### config.mk
export PLATFORM = sky130hd
export DESIGN_NAME = hazard_scoreboard
export DESIGN_NICKNAME = d
export VERILOG_FILES = /design/src/rtl/hazard_scoreboard.sv
export SDC_FILE = /design/constraint.sdc
export NUM_CORES = 1
export LEC_CHECK = 0
export ABC_AREA = 1
export CORE_MARGIN = 2
export CORE_UTILIZATION = 36
export DETAILED_ROUTE_END_ITERATION = 8
export GPL_ROUTABILITY_DRIVEN = 0
export SLEW_MARGIN = 5
export SYNTH_ARGS = -nofsm -noshare
export SYNTH_HDL_FRONTEND = slang
export SYNTH_SLANG_ARGS = --single-unit
### constraint.sdc
create_clock -name clk -period 6.1 [get_ports clk]
set_clock_uncertainty 0.15 [all_clocks]
set_input_delay 1.83 -clock clk [delete_from_list [all_inputs] [get_ports clk]]
set_output_delay 1.83 -clock clk [all_outputs]
set_load 0.01 [all_outputs]
### src/rtl/hazard_scoreboard.sv
// ID-stage hazard scoreboard: per-register latency countdown that stalls dependent consumers,
// with pipeline hold, flush squash and a saturating stall-cycle counter.
module hazard_scoreboard #(
    parameter int unsigned NUM_REGS  = 32,
    parameter int unsigned REG_AW    = 5,
    parameter int unsigned LAT_W     = 3,
    parameter int unsigned ECALL_REG = 17,
    parameter int unsigned STAT_W    = 16
) (
    input  logic              clk,
    input  logic              reset_n,
    input  logic              id_valid,
    input  logic [REG_AW-1:0] id_rs1,
    input  logic [REG_AW-1:0] id_rs2,
    input  logic              id_use_rs1,
    input  logic              id_use_rs2,
    input  logic              id_is_ecall,
    input  logic [REG_AW-1:0] id_rd,
    input  logic              id_reg_write,
    input  logic [LAT_W-1:0]  id_latency,
    input  logic              pipe_hold,
    input  logic              flush,
    output logic              pc_write,
    output logic              if_id_write,
    output logic              id_ex_bubble,
    output logic [STAT_W-1:0] stall_cycles
);

    logic [LAT_W-1:0]  r_cnt [NUM_REGS];
    logic [STAT_W-1:0] r_stall;

    logic w_busy;
    logic w_hazard;
    logic w_issue;

    // Register 0 is skipped and addresses >= NUM_REGS never match any entry.
    always_comb begin
        w_busy = 1'b0;
        for (int unsigned r = 1; r < NUM_REGS; r++) begin
            if (r_cnt[r] != '0) begin
                if (id_use_rs1 && (id_rs1 == REG_AW'(r))) w_busy = 1'b1;
                if (id_use_rs2 && (id_rs2 == REG_AW'(r))) w_busy = 1'b1;
                if (id_is_ecall && (ECALL_REG == r))      w_busy = 1'b1;
            end
        end
    end

    assign w_hazard = id_valid && !flush && w_busy;
    assign w_issue  = id_valid && !flush && !w_hazard && !pipe_hold && id_reg_write &&
                      (id_rd != '0);

    always_comb begin
        pc_write     = 1'b1;
        if_id_write  = 1'b1;
        id_ex_bubble = 1'b0;
        if (pipe_hold) begin
            pc_write    = 1'b0;
            if_id_write = 1'b0;
        end else if (w_hazard) begin
            pc_write     = 1'b0;
            if_id_write  = 1'b0;
            id_ex_bubble = 1'b1;
        end
    end

    // A new issue overwrites any in-flight count: consumers forward from the youngest producer.
    always_ff @(posedge clk or negedge reset_n) begin
        if (!reset_n) begin
            for (int unsigned r = 0; r < NUM_REGS; r++) begin
                r_cnt[r] <= '0;
            end
        end else if (!pipe_hold) begin
            for (int unsigned r = 1; r < NUM_REGS; r++) begin
                if (w_issue && (id_rd == REG_AW'(r))) begin
                    r_cnt[r] <= id_latency;
                end else if (r_cnt[r] != '0) begin
                    r_cnt[r] <= r_cnt[r] - 1'b1;
                end
            end
        end
    end

    always_ff @(posedge clk or negedge reset_n) begin
        if (!reset_n) begin
            r_stall <= '0;
        end else if (w_hazard && !pipe_hold && (r_stall != '1)) begin
            r_stall <= r_stall + 1'b1;
        end
    end

    assign stall_cycles = r_stall;

endmodule

; Yosys cells after proc, flatten, opt, wreduce, memory -nomap -nowiden
; Cells that the tools add are included.
[word_totals]
latchBits = 0
ram_bits = 0
regBits = 109
word_cells = 517
memories = 0
rom_bits = 0
out_inout_bits = 19
in_bits = 27
[classes]
add_sub_neg = 32
order_cmp = 0
reduce_logical = 198
bitwise = 1
div = 0
muxes = 160
multipliers = 0
shift = 0
n_eq_ne = 94
[op_table]
columns = operator, count
row1 = "equality test 5 bit, second input constant", 48
row2 = two-way mux 3 bit, 62
row3 = "equality test 5 x 4 -> 1 bit, second input constant", 24
row4 = logical AND 1 bit, 101
row5 = two-way mux 1 bit, 98
row6 = nonzero test 3 bit, 31
row7 = "subtractor 3 x 1 -> 3 bit, second input constant", 31
row8 = AND reduction 2 bit, 31
row9 = nonzero test 2 bit, 31
row10 = "equality test 5 x 3 -> 1 bit, second input constant", 12
row11 = "equality test 5 x 2 -> 1 bit, second input constant", 6
row12 = "adder 16 x 1 -> 16 bit, second input constant", 1
row13 = "!= test 16 bit, second input constant", 1
row14 = "equality test 5 x 1 -> 1 bit, second input constant", 3
row15 = nonzero test 5 bit, 1
row16 = logical NOT 1 bit, 3
row17 = inverter 1 bit, 1

; Logic depth before layout (Yosys ltp)
; Gate-level depths: netlist of the first run.
[depth]
depth_word = 105
depth_mapped = 18
depth_no_buf = 16

; Worst setup path after synthesis of the first run
; OpenSTA, ideal clock, no wires.
[synth_path]
path_type = input -> output
startpoint = input port id_use_rs1
endpoint = output port pc_write
path_buffers = 2
slack_ns = 0.976
cell_stages = 13
arrival_ns = 3.144
path_cell_list = nand2_1 inv_2 buf_2 nand3_1 nand2_1 nand2_1 nand2_1 nor2_1 nand2_1 nor2_4 nand2_2 a21oi_1 buf_4
[synth_between]
elab_chain_cells = 98
[synth_lines]
columns = item, line_no
row1 = from (decl), 15  ; input logic id_use_rs1,
row2 = logical AND 1 bit, 41  ; if (id_use_rs1 && (id_rs1 == REG_AW'(r))) w_busy = 1'b1;
row3 = two-way mux 1 bit, 41
row4 = two-way mux 1 bit, 42  ; if (id_use_rs2 && (id_rs2 == REG_AW'(r))) w_busy = 1'b1;
row5 = two-way mux 1 bit, 40  ; if (r_cnt[r] != '0) begin
row6 = two-way mux 1 bit, 41
row7 = two-way mux 1 bit, 42
row8 = two-way mux 1 bit, 40
row9 = two-way mux 1 bit, 41
row10 = [81 not listed], -
row11 = two-way mux 1 bit, 41
row12 = two-way mux 1 bit, 42
row13 = two-way mux 1 bit, 40
row14 = two-way mux 1 bit, 41
row15 = two-way mux 1 bit, 42
row16 = two-way mux 1 bit (*), 40
row17 = logical AND 1 bit (*), 48  ; assign w_hazard = id_valid && !flush && w_busy;
row18 = two-way mux 1 bit (*) (2 in a row), -
row19 = to (decl), 23  ; output logic pc_write,
; Every way passes the cells marked *; elsewhere a longest branch is shown, timed or not.

; Final worst setup path of the first run
[layout_path]
startpoint = input port id_rs1[4]
endpoint = output port id_ex_bubble
[layout_between]
elab_chain_cells = 99
[layout_lines]
columns = item, line_no
row1 = from (decl), 13  ; input logic [REG_AW-1:0] id_rs1,
row2 = equality test 5 x 1 -> 1 bit, 41
row3 = logical AND 1 bit, 41
row4 = two-way mux 1 bit, 41
row5 = two-way mux 1 bit, 42
row6 = two-way mux 1 bit, 40
row7 = two-way mux 1 bit, 41
row8 = two-way mux 1 bit, 42
row9 = two-way mux 1 bit, 40
row10 = [83 not listed], -
row11 = two-way mux 1 bit, 42
row12 = two-way mux 1 bit, 40
row13 = two-way mux 1 bit, 41
row14 = two-way mux 1 bit, 42
row15 = two-way mux 1 bit (*), 40
row16 = logical AND 1 bit (*), 48
row17 = two-way mux 1 bit (*), 59  ; end else if (w_hazard) begin
row18 = two-way mux 1 bit (*), 56  ; if (pipe_hold) begin
row19 = to (decl), 25  ; output logic id_ex_bubble,
; Marked as above.

==> impl_metrics.tcl, run 1 <==
set metrics [dict create \
    status "finished clean" \
    dieArea_um2 26150 \
    max_slew.worst_pin.slew_ns 0.9172 \
    syn_avg_cell_area_um2 6.113 \
    synth_area_leader_cell "dfrtp_1" \
    pin_count 46 \
    synth_area_um2 8955 \
    p_int_mw 2.258 \
    crit_required_ns 4.12 \
    hold_viol_final 0 \
    clk_pin_slew_ns 0.08 \
    cts_tree "done" \
    switching_share_pct 45.79 \
    cp-start-kind "input port" \
    maxSlewHeadroom_pct 38.85 \
    track_usage_pct 19.25 \
    crit_path_end_kind "primary output" \
    fin_util_pct 41.58 \
    finalInstanceArea_um2 10140 \
    syn_nets 1555 \
    slew_violations 0 \
    io_buffer_count 45 \
    cts_htree_levels 3 \
    syn_inst 1465 \
    synth-seq-cells 109 \
    insertion_delay_ns 0.37 \
    finalWirelength_mm 24.40 \
    vias 8814 \
    fin_crit_ns 5.920 \
    grt_max_degree 94 \
    ys_seq_area_share_pct 30.46 \
    rsz0062_at_grt "false" \
    drt_first_pass_iters 5 \
    synthTopCellsByArea "dfrtp_1 (30%), nand2_1 (30%), inv_1 (9.1%)" \
    viasPerCell 4.835 \
    ys_types 26 \
    power_frac_comb_pct 55.5 \
    setup_violations 0 \
    cap_viol_max_count 0 \
    fillers 2611 \
    syn2layout_area_growth_pct 13.25 \
    die_y_um 161.7 \
    start_util_pct 36.71 \
    die_w_um 161.7 \
    n_antenna_cell 0 \
    power_density_nw_per_um2 410.7 \
    postRouteAntennaNets 0 \
    worstPathMaxFanout 16 \
    clock_power_share_pct 15.2 \
    seq_power_share_pct 29.4 \
    hold_class "reg -> reg" \
    multi_input_area_um2 5190 \
    grt_antenna_before_repair 0 \
    post-dp-hpwl_mm 16.69 \
    dpl_cell_area_um2 9681 \
    core-area_um2 24390 \
    synth_top_area_share_pct 30.46 \
    drcViolationCount 0 \
    finalCritPeriodShare_pct 97.05 \
    drt-wirelength-per-cell_um 13.39 \
    ff_latch_area_um2 2728 \
    cts_buffers 9 \
    p_leak_nw 6.048 \
    clock_sinks 109 \
    peakVddDrop_uv 141.7 \
    yosys_warnings 0 \
    cp.arrival_ns 3.94 \
    p_sw_mw 1.907 \
    fmax_ghz 0.1689 \
    clock_path_buffers 2 \
    grt_pass1_wl_mm 40.99 \
    rows 57 \
    drt_iter0_drc 585 \
    grt_pass1_vias 8435 \
    cts_hold_buf 0 \
    path_class "in -> out" \
    root_buffer "clkbuf_16" \
    layout-drive-gt1-share_pct 5.804 \
    final_nets 1584 \
    globalRouteOverflowTotal 0 \
]
[cells in the final DEF, fill, tap and decap left out]
cell,n
inv_6,1
a21oi_2,1
nor2_4,8
nand2_4,1
inv_8,2
dlymetal6s2s_1,8
dfrtp_1,109
a21oi_1,31
nor2_1,54
nand2_2,6
buf_12,3
nor2_2,13
nand4_2,10
o21ai_0,5
clkinv_8,3
clkdlybuf4s50_1,34
ha_1,63
xor2_1,6
clkinv_1,1
xnor2_1,3
nand2_1,698
dlygate4sd2_1,2
buf_4,16
inv_1,215
nand4_1,24
nor4_1,2
nand3b_1,3
nand3_2,1
clkinv_4,3
nand3_1,142
inv_2,10
nor3_1,12
clkbuf_16,9
[cell usage after synthesis, drive strengths merged]
cell type / n
nand4: 34
a21oi: 32
nor3: 12
inv: 227
buf: 37
clkbuf: 8
nand3: 143
xnor2: 3
nor2: 75
nand2: 705
clkinv: 1
o21ai: 5
dfrtp: 109
ha: 63
nand3b: 3
nor4: 2
xor2: 6
[sequential cells by signal (all words and copies together), names as in the netlist]
| name | flops |
|---|---|
| stall_cycles | 16 |
| r_cnt | 93 |
[critical path, cell delays in order]
cell             delay [ns]
clkdlybuf4s50_1        0.47
nand2_2                0.13
clkinv_4               0.14
nand3_1                0.11
nand2_1                0.06
nand2_1                0.07
nand2_1                0.05
nor2_1                 0.12
nand2_1                0.10
nor2_4                 0.15
nand2_4                0.10
nand3_2                0.09
inv_1                  0.04
clkdlybuf4s50_1        0.47
[layout make-up]
cell class,instances,area share (%)
clock inverters,7,0.8760
clock buffers,9,2.221
multi-input cells,1083,51.18
repair buffers,63,6.292
flip-flops and latches,109,26.90
well taps,324,3.998
inverters,228,8.538
[power groups by stage]
| stage | Clock (mW) | Sequential, mW | Combinational [mW] |
|---|---|---|---|
| after floorplan | 0 | 1.21 | 1.78 |
| after global placement | 0 | 1.23 | 2.24 |
| after detailed placement | 0 | 1.24 | 2.31 |
| after CTS | 0.648 | 1.23 | 2.33 |
| after global routing | 0.672 | 1.27 | 2.75 |
| final | 0.631 | 1.22 | 2.31 |
[cell families (layout without fill, tap and decap cells)]
| group | count (synthesis) | in the layout | share of synthesized area (%) |
|---|---|---|---|
| flip-flops | 109 | 109 | 30.46 |
| adder cells (fa/ha/maj) | 63 | 63 | 8.803 |
| AO/OA/AOI/OAI | 37 | 37 | 2.068 |
| buffers and inverters | 273 | 307 | 12.52 |
| XOR/XNOR | 9 | 9 | 0.8803 |
| AND/OR/NAND/NOR | 974 | 974 | 45.27 |
[metrics by stage]
| stage | hold slack [ns] | total power, mW | setup TNS, ns | std cells | setup WS [ns] |
|---|---|---|---|---|---|
| after floorplan | 0.2988 | 2.987 | 0 | 1465 | 0.9760 |
| after global placement | 0.3111 | 3.474 | -0.2377 | 1805 | -0.1559 |
| after detailed placement | 0.3145 | 3.548 | -0.3078 | 1805 | -0.1767 |
| after CTS | 0.3362 | 4.203 | 0 | 1821 | 0.0003193 |
| after global routing | 0.3501 | 4.693 | 0 | 1823 | 0.01466 |
| final | 0.3320 | 4.165 | 0 | 1823 | 0.1801 |
[layer usage]
metal | part of all wire (%) | GRT usage [%] | up-vias
li1 | - | - | 4546
met1 | 48 | 27.39 | 4010
met2 | 44 | 30.36 | 233
met3 | 6.6 | 3.524 | 25
met4 | 1.4 | 4.666 | 0
met5 | 0 | 0 | -
[final timing paths]
path,start,slack [ns],endpoint,cells after the start
setup reg to reg,r_cnt[60],3.20,r_cnt[81],14
hold / removal,r_cnt[31],0.33,r_cnt[31],2
max in group asynchronous,reset_n,3.23,r_cnt[68],2
setup / recovery,id_rs1[4],0.18,id_ex_bubble,14
min in group asynchronous,reset_n,1.43,r_cnt[74],1
hold reg to reg,r_cnt[31],0.33,r_cnt[31],2
[what timing repair did]
| action | 4_1_cts | 5_1_grt |
|---|---|---|
| pin swaps | 0 | 3 |
| endpoints found under the hold margin | 0 | 0 |
| endpoints found under the setup margin | 3 | 1 |
| cloned | 0 | 0 |
| setup buffers | 0 | 2 |
| gates resized for setup | 12 | 29 |
(Power assumes the default switching activity.)
==> inputs of run 2 (changes only) <==
--- a/config.mk
+++ b/config.mk
@@ -6,10 +6,10 @@
 export NUM_CORES = 1
 export LEC_CHECK = 0
 export ABC_AREA = 1
-export CORE_MARGIN = 2
 export CORE_UTILIZATION = 36
 export DETAILED_ROUTE_END_ITERATION = 8
 export GPL_ROUTABILITY_DRIVEN = 0
+export SKIP_CTS_REPAIR_TIMING = 1
 export SLEW_MARGIN = 5
 export SYNTH_ARGS = -nofsm -noshare
 export SYNTH_HDL_FRONTEND = slang
==> impl_metrics.tcl, run 2 (synthesized netlist as in run 1, its figures left out) <==
set metrics [dict create \
    p_int_mw 2.249 \
    vias 8815 \
    reg2reg_from "r_cnt[3]" \
    cpMaxStageDelayCell "clkdlybuf4s50_1" \
    clk_pin_slew_ns 0.08 \
    top_register "r_cnt" \
    track_usage_pct 19.60 \
    cp-start-kind "input port" \
    clock_sinks 109 \
    drt_first_pass_iters 5 \
    layout-drive-gt1-share_pct 5.007 \
    crit_required_ns 4.12 \
    final_nets 1583 \
    seq_power_share_pct 29.7 \
    cp_cell_sequence "clkdlybuf4s50_1, nor2_1, nand3_1, nand2_1, nand2_1, nand2_1, nor2_1, nand2_1, nor2_4, nand2_2, nand3_2, inv_1, clkdlybuf4s50_1" \
    cts_htree_levels 3 \
    layout_commonest_cell "nand2_1" \
    r2r-end "r_cnt[40]" \
    p_leak_nw 6.023 \
    crit_family "simple AND/OR/NAND/NOR gates" \
    drt-wirelength-per-cell_um 13.25 \
    finalInstanceArea_um2 10050 \
    drcViolationCount 0 \
    path_buf_inv 3 \
    rsz0062_at_grt "true" \
    n_antenna_cell 0 \
    worstHoldStart "r_cnt[23]" \
    setup_violations 0 \
    fmax_ghz 0.1653 \
    status "finished clean" \
    die_w_um 159.7 \
    die_y_um 159.7 \
    cap_viol_max_count 0 \
    post-dp-hpwl_mm 16.77 \
    drt_iter0_drc 534 \
    rows 57 \
    grt_max_degree 58 \
    path_class "in -> out" \
    cts_buffers 9 \
    post-place-cells 1805 \
    reg2reg_slack_ns 3.24 \
    finalWirelength_mm 24.14 \
    grt_pass1_wl_mm 40.34 \
    power_density_nw_per_um2 410.7 \
    viasPerCell 4.838 \
    io_buffer_count 45 \
    syn2layout_area_growth_pct 12.21 \
    finalCritPeriodShare_pct 99.19 \
    holdPathStages 2 \
    crit_path_end_kind "primary output" \
    cp.arrival_ns 4.07 \
    clock_power_share_pct 14.8 \
    fin_crit_ns 6.051 \
    power_frac_comb_pct 55.4 \
    postRouteAntennaNets 0 \
    largest_reg_flops 93 \
    final_cells 1822 \
    core-area_um2 24390 \
    pin_count 46 \
    max_stage_delay_ns 0.52 \
    insertion_delay_ns 0.37 \
    worst-r2r-cell-count 14 \
    slew_violations 0 \
    peakVddDrop_uv 173.9 \
    clock_path_buffers 2 \
    start_util_pct 36.71 \
    min_to "r_cnt[23]" \
    cp_common_cell "nand2_1" \
    maxSlewHeadroom_pct 46.19 \
    final_cell_mix "nand2_1 (703), inv_1 (216), nand3_1 (142)" \
    worstPathMaxFanout 5 \
    hold_class "reg -> reg" \
    max_slew.worst_pin.slew_ns 0.8072 \
    p_sw_mw 1.878 \
    dpl_cell_area_um2 9671 \
    grt_pass1_vias 8184 \
    globalRouteOverflowTotal 0 \
    switching_share_pct 45.51 \
    root_buffer "clkbuf_16" \
    dieArea_um2 25510 \
    cts_tree "done" \
    grt_antenna_before_repair 0 \
    hold_viol_final 0 \
]
-- run 2: cell count changes in the layout (fill, tap and decap cells not counted), sizes merged --
| cell | change |
|---|---|
| clkinv | -2 |
| dlygate4sd2 | -2 |
| inv | +2 |
| buf | +1 |
| clkdlybuf4s50 | +1 |
| dlymetal6s2s | -1 |
-- run 2: through the flow --
stage | hold slack (ns) | utilization (%) | total power, mW | setup TNS (ns) | setup slack (ns)
after floorplan | 0.2988 | - | 2.987 | 0 | 0.9760
after global placement | 0.3114 | 39.65 | 3.472 | -0.3416 | -0.1710
after detailed placement | 0.3148 | 39.65 | 3.532 | -0.3157 | -0.1682
after CTS | 0.3363 | 40.89 | 4.163 | -0.3296 | -0.1699
after global routing | 0.3499 | 41.20 | 4.649 | -0.09732 | -0.09732
final | 0.3308 | 41.20 | 4.127 | 0 | 0.04920
-- run 2: final cells by class --
cell class,count,area [um2]
Fill cell,2630,14340
Multi-Input combinational cell,1083,5145
Sequential cell,109,2728
Inverter,228,858.3
Timing Repair Buffer,62,608.1
Tap cell,324,405.4
Clock buffer,9,225.2
Clock inverter,7,78.83
-- run 2: power groups by stage --
stage | Sequential [mW] | Combinational (mW) | Clock (mW)
CTS | 1.23 | 2.30 | 0.632
detailed placement | 1.24 | 2.30 | 0
finish | 1.23 | 2.29 | 0.612
floorplan | 1.21 | 1.78 | 0
global route | 1.27 | 2.73 | 0.655
global placement | 1.23 | 2.24 | 0
-- run 2: worst max path at each step --
stage               start           end  cells after the start
6_report        id_rs2[0]  id_ex_bubble                     13
5_1_grt         id_rs2[4]  id_ex_bubble                     14
4_1_cts        id_use_rs1  id_ex_bubble                     14
3_5_place_dp   id_use_rs1  id_ex_bubble                     14
3_3_place_gp   id_use_rs1  id_ex_bubble                     14
2_1_floorplan  id_use_rs1      pc_write                     13
-- run 2: per-layer routing --
| layer | global-route usage (%) | routed length (um) | vias to the layer above |
|---|---|---|---|
| met1 | 27.22 | 11720 | 3998 |
| met5 | 0 | 0 | - |
| met3 | 3.065 | 1404 | 39 |
| li1 | - | - | 4546 |
| met2 | 30.89 | 10490 | 232 |
| met4 | 6.600 | 531 | 0 |
-- run 2: worst min-delay path, stage by stage, from the launching register on --
cell     delay [ns]
dfrtp_1        0.34
nand2_1        0.05
nand2_1        0.06
